[config.mk]
export PLATFORM = sky130hd
export DESIGN_NAME = wl_frame_ctl
export DESIGN_NICKNAME = d
export VERILOG_FILES = /design/src/rtl/wl_frame_pkg.sv /design/src/rtl/wl_regd2.sv /design/src/rtl/wl_frame_ctl.sv
export SDC_FILE = /design/constraint.sdc
export NUM_CORES = 1
export LEC_CHECK = 0
export ABC_CLOCK_PERIOD_IN_PS = 1600
export BUFFER_PORTS_ARGS = -buffer_cell sky130_fd_sc_hd__buf_2
export CAP_MARGIN = 20
export CORE_MARGIN = 2
export CORE_UTILIZATION = 50
export CTS_CLUSTER_DIAMETER = 50
export CTS_CLUSTER_SIZE = 28
export DETAILED_ROUTE_END_ITERATION = 7
export GPL_ROUTABILITY_DRIVEN = 0
export PLACE_DENSITY = 0.81
export SYNTH_ARGS = -nofsm -noshare
export SYNTH_HDL_FRONTEND = slang
export SYNTH_HIERARCHICAL = 1
export SYNTH_SLANG_ARGS = --single-unit
[constraint.sdc]
create_clock -name clk -period 1.6 [get_ports clk]
set_input_delay 0.32 -clock clk [delete_from_list [all_inputs] [get_ports clk]]
set_output_delay 0.32 -clock clk [all_outputs]
set_load 0.1 [all_outputs]
[src/rtl/wl_frame_pkg.sv]
// wl_frame_pkg: shared frame-sequencer state encoding and default image geometry
package wl_frame_pkg;
   localparam int IMG_W_D    = 640;
   localparam int IMG_H_D    = 480;
   localparam int PIPE_LAT_D = 16;
   typedef enum logic [2:0] {IDLE, ARM, ACTIVE, FLUSH, DONE} state_t;
endpackage

[src/rtl/wl_regd2.sv]
// wl_regd2: two-stage register synchronizer for signals entering the clk domain
module wl_regd2 import wl_frame_pkg::*; #(
   parameter int DW = 1
) (
   input  logic          clk,
   input  logic          rst_b,
   input  logic [DW-1:0] d,
   output logic [DW-1:0] q
);
   logic [DW-1:0] m;
   // two back-to-back flops give metastability settling time
   always_ff @(posedge clk or negedge rst_b)
      if (!rst_b) begin
         m <= '0;
         q <= '0;
      end else begin
         m <= d;
         q <= m;
      end
endmodule

[src/rtl/wl_frame_ctl.sv]
// wl_frame_ctl: frame sequencer (arm, count pixels, flag sof/eol/eof, drain); WL_FRMCTL_ERR_EN enables short-frame restart and err_short
module wl_frame_ctl import wl_frame_pkg::*; #(
   parameter int IMG_W    = IMG_W_D,
   parameter int IMG_H    = IMG_H_D,
   parameter int PIPE_LAT = PIPE_LAT_D,
   parameter int CW       = 12
) (
   input  logic          clk,
   input  logic          rst_b,
   input  logic          en_a,
   input  logic          vs,
   input  logic          pix_vld,
   output logic          pix_vld_o,
   output logic [CW-1:0] col,
   output logic [CW-1:0] row,
   output logic          sof,
   output logic          eol,
   output logic          eof,
   output logic          pipe_en,
   output logic          busy,
   output logic          frame_done,
   output logic          err_short
);
   localparam int FW = $clog2(PIPE_LAT) + 1;
   state_t        st, st_nx;
   logic          en_s, rst_frm, acc, last_c, last_r;
   logic [CW-1:0] c_cnt, r_cnt;
   logic [FW-1:0] f_cnt;
   wl_regd2 #(.DW(1)) u_sync (.clk(clk), .rst_b(rst_b), .d(en_a), .q(en_s));
`ifdef WL_FRMCTL_ERR_EN
   assign rst_frm = (st == ACTIVE) && vs;
`else
   assign rst_frm = 1'b0;
`endif
   assign acc    = (st == ACTIVE) && pix_vld && !rst_frm;
   assign last_c = c_cnt == CW'(IMG_W - 1);
   assign last_r = r_cnt == CW'(IMG_H - 1);
   // state register
   always_ff @(posedge clk or negedge rst_b)
      if (!rst_b) st <= IDLE;
      else st <= st_nx;
   // next state: the last pixel ends the frame, drain then returns to ARM only if still enabled
   always_comb begin
      st_nx = st;
      case (st)
         IDLE:    st_nx = en_s ? ARM : IDLE;
         ARM:     st_nx = !en_s ? IDLE : vs ? ACTIVE : ARM;
         ACTIVE:  st_nx = (acc && last_c && last_r) ? FLUSH : ACTIVE;
         FLUSH:   st_nx = (f_cnt == '0) ? DONE : FLUSH;
         DONE:    st_nx = en_s ? ARM : IDLE;
         default: st_nx = IDLE;
      endcase
   end
   // coordinate counters advance on accepted pixels; drain counter stays loaded until FLUSH
   always_ff @(posedge clk or negedge rst_b)
      if (!rst_b) begin
         c_cnt <= '0;
         r_cnt <= '0;
         f_cnt <= '0;
      end else begin
         if ((st == ARM && vs) || rst_frm) begin
            c_cnt <= '0;
            r_cnt <= '0;
         end else if (acc) begin
            c_cnt <= last_c ? '0 : c_cnt + 1'b1;
            r_cnt <= !last_c ? r_cnt : last_r ? '0 : r_cnt + 1'b1;
         end
         f_cnt <= (st == FLUSH) ? f_cnt - FW'(1) : FW'(PIPE_LAT - 1);
      end
   // registered pixel outputs, one cycle behind pix_vld
   always_ff @(posedge clk or negedge rst_b)
      if (!rst_b) begin
         pix_vld_o <= 1'b0;
         col       <= '0;
         row       <= '0;
         sof       <= 1'b0;
         eol       <= 1'b0;
         eof       <= 1'b0;
      end else begin
         pix_vld_o <= acc;
         col       <= acc ? c_cnt : col;
         row       <= acc ? r_cnt : row;
         sof       <= acc && c_cnt == '0 && r_cnt == '0;
         eol       <= acc && last_c;
         eof       <= acc && last_c && last_r;
      end
`ifdef WL_FRMCTL_ERR_EN
   // sticky short-frame flag, cleared when re-arming from IDLE
   always_ff @(posedge clk or negedge rst_b)
      if (!rst_b) err_short <= 1'b0;
      else if (st == IDLE && en_s) err_short <= 1'b0;
      else if (rst_frm) err_short <= 1'b1;
`else
   assign err_short = 1'b0;
`endif
   // state-decoded pipeline controls
   always_comb begin
      pipe_en    = st == ACTIVE || st == FLUSH;
      busy       = st == ACTIVE || st == FLUSH || st == DONE;
      frame_done = st == DONE;
   end
endmodule

==> implementation parameters <==
Parameter                              Value

Drt
  First-pass detailed-route iteration total ... 6
  Number of remaining DRC errors ... 0
  Routed via count divided by cell count ... 5.90
  Final routed wirelength across all metal layers ... 8700 um
  Number of routed nets with antenna violations ... 0
  Via count of the routed design ... 2896
  Routed wire length per instance ... 17.7 um
  Number of violations reported at the end of detailed-routing iteration 0 ... 403

Final layout
  Most common cell after layout, fill and taps aside ... sky130_fd_sc_hd__nand2_1
  Number of nets in the layout ... 427
  Antenna diodes ... 0
  Highest-count cells in the layout ignoring fill and taps ... sky130_fd_sc_hd__nand2_1 (84), sky130_fd_sc_hd__dfrtp_1 (59), sky130_fd_sc_hd__buf_4 (59)
  Synthesis-to-finish area growth ... 40.2%
  Proportion of layout cells with a drive suffix above 1 ... 0.377

Logic synthesis
  EDFF count, synth ... 0
  Prevailing post-synth register cell ... sky130_fd_sc_hd__dfrtp_1
  Post-Syn Area ... 2930 um^2
  Number of unique standard cell types used by synthesis ... 50
  Sequential element share of the synthesized area ... 0.530
  Nets in the synthesized netlist ... 325
  Per-instance average area after synthesis ... 9.32 um^2
  Synthesis warning total ... 6
  Count of mapped cells out of synthesis ... 314
  Seq cells post-synth ... 62
  Async SR Flop Fraction ... 1.00

Power and ir drop
  Static leakage power ... 1.99 nW
  Power density over the cells ... 981 nW/um^2
  Peak VDD IR ... 0.937 mV

Setup path
  CP Launch Type ... register
  Type of destination of the critical path ... output port
  Critical path peak fanout ... 3
  Worst EP arrival ... 1.44 ns
  Origin of the critical flop-to-flop path ... st[1]
  Startpoint of the worst setup timing path ... st[2]
  Startpoint-to-endpoint class of the critical path ... reg2out
  Required time of the critical path ... 1.28 ns

Global routing
  Number of antenna violations at the first check in global routing ... 0
  Via count of the first global-routing pass ... 2750
  Global-route wire length before repair ... 12800 um
  Total grt overflow ... 0
  Total GRT Usage ... 0.267
  Pin count of the biggest net entering global routing ... 29

Timing
  Final Slew Violations ... 0
  Maximum operating frequency ... 568 MHz
  Post-route setup slack ... -0.160 ns
  Hold Fails Final Rpt ... 0
  Setup-violating endpoint count in the final report ... 19
  Unrepaired setup endpoints after global routing ... yes
  Final setup TNS ... -1.25 ns
  Final Critical Period ... 1.76 ns
  Period utilization ... 1.10
  Worst Skew ... 0.00880 ns
  Worst Hold Slack ... 0.0803 ns

Clock network
  CTS Root Buffer Type ... sky130_fd_sc_hd__clkbuf_8
  TritonCTS clock tree ... built
  Reg clk slew, reported paths ... 0.06 ns
  Clock Latency Late Sink ... 0.35 ns
  H-tree levels ... 3
  # clock sinks ... 62
  Bufs on Longest Clock Path ... 2
  CTS buffer count ... 9

Floorplan
  Die outline area ... 6480 um^2
  Number of rows in the core area ... 27
  Ports ... 37
  Die span in x ... 80.5 um
  Die boundary height ... 80.5 um
  Initial standard-cell utilization of the core ... 0.525
  Core ar. ... 5570 um^2

Flow run
  Max-Cap Viols ... 0

Worst hold path
  Hold WC Path Type ... in2reg
  Startpoint of the most critical hold path ... en_a

Place
  Post-placement setup slack ... -0.101 ns
  Buffers added on ports ... 35
  Detail Placement HPWL ... 5330 um

Outcome
  Failing checks ... negative setup slack
  Outcome ... complete, but fails checks
-- final timing paths --
kind | end | slack (ns) | cells past startpoint
min in group asynchronous | row[7] | 0.47 | 2
worst max-delay path | busy | -0.16 | 4
max in group asynchronous | c_cnt[3] | 0.59 | 3
worst min-delay path | u_sync/m | 0.08 | 1
worst max register to register | c_cnt[7] | -0.15 | 5
worst min register to register | u_sync/q | 0.35 | 0
-- area by class of cell --
type                            count  area, um^2
Clock buffer                       12         145
Clock inverter                      2        10.0
Fill cell                         379        1470
Inverter                           14        57.6
Multi-Input combinational cell    222        1420
Sequential cell                    62        1560
Tap cell                           72        90.1
Timing Repair Buffer              107         826
-- where the power goes --
group          switching, mW  internal (mW)
Clock                  0.578          0.582
Sequential             0.107           1.69
Combinational          0.753          0.312
-- routing by layer --
layer,track usage,vias to the layer above,share of wire
met2,0.427,157,0.49
met1,0.323,1404,0.41
met3,0.0708,33,0.070
met5,0,-,0
met4,0.161,0,0.036
li1,-,1302,-
-- worst max-delay path, cell delays in order (launching register included) --
cell                      delay, ns
sky130_fd_sc_hd__dfrtp_1       0.40
sky130_fd_sc_hd__buf_6         0.13
sky130_fd_sc_hd__nor3b_4       0.15
sky130_fd_sc_hd__or2_4         0.25
sky130_fd_sc_hd__buf_12        0.16
-- cell usage after synthesis (2+ instances only) --
cell type	number	area [um^2]
sky130_fd_sc_hd__o31ai_1	4	30.0
sky130_fd_sc_hd__ha_1	6	75.1
sky130_fd_sc_hd__nand4_2	2	25.0
sky130_fd_sc_hd__nand3b_1	3	22.5
sky130_fd_sc_hd__nor3_1	3	15.0
sky130_fd_sc_hd__dfrtp_1	62	1550
sky130_fd_sc_hd__o22ai_1	5	31.3
sky130_fd_sc_hd__nand2_1	86	323
sky130_fd_sc_hd__inv_1	13	48.8
sky130_fd_sc_hd__or4_1	2	15.0
sky130_fd_sc_hd__a21oi_1	12	60.1
sky130_fd_sc_hd__a211oi_1	4	30.0
sky130_fd_sc_hd__and4_1	3	26.3
sky130_fd_sc_hd__nand3_1	10	50.1
sky130_fd_sc_hd__clkbuf_1	10	37.5
sky130_fd_sc_hd__and2_1	2	12.5
sky130_fd_sc_hd__nor2_1	11	41.3
sky130_fd_sc_hd__nand4_1	6	37.5
sky130_fd_sc_hd__xnor2_1	6	52.6
sky130_fd_sc_hd__o21ai_0	14	70.1
sky130_fd_sc_hd__nor4_1	3	18.8
sky130_fd_sc_hd__buf_2	5	25.0
sky130_fd_sc_hd__a31oi_1	3	18.8
sky130_fd_sc_hd__o211ai_1	2	15.0
sky130_fd_sc_hd__or3_1	8	50.1
sky130_fd_sc_hd__and3_1	5	31.3
-- state kept, by name (all words and copies together) (netlist names) --
register	count
st	3
sof	1
c_cnt	12
eof	1
u_sync/q	1
r_cnt	12
col	12
pix_vld_o	1
f_cnt	5
eol	1
u_sync/m	1
row	12
-- what timing repair did --
item                                   in CTS  in global routing
hold buffers                                1                  0
setup buffers                               6                  6
gates resized for setup                    13                 42
pin swaps                                   5                 12
setup endpoints to repair                  14                 29
endpoints found under the hold margin      17                  0
gates cloned                                0                  1
-- cells by family after synthesis --
logic type | share of synthesized area
simple gates | 0.263
flops | 0.530
compound gates | 0.113
buf+inv | 0.0419
xor+xnor | 0.0210
fa+ha+maj | 0.0257
other cells | 0.00128
mux | 0.00342
-- metrics by stage --
| step | utilization | total power [mW] | cell area (um^2) | cells |
|---|---|---|---|---|
| 6_report | 0.736 | 4.02 | 4100 | 491 |
| 3_5_place_dp | 0.657 | 2.82 | 3660 | 464 |
| 5_1_grt | 0.736 | 4.17 | 4100 | 491 |
| 3_3_place_gp | 0.657 | 2.79 | 3660 | 464 |
| 2_1_floorplan | - | 2.46 | 2970 | 314 |
| 4_1_cts | 0.702 | 3.98 | 3910 | 485 |
No activity file was read; power rests on OpenSTA's default activity.
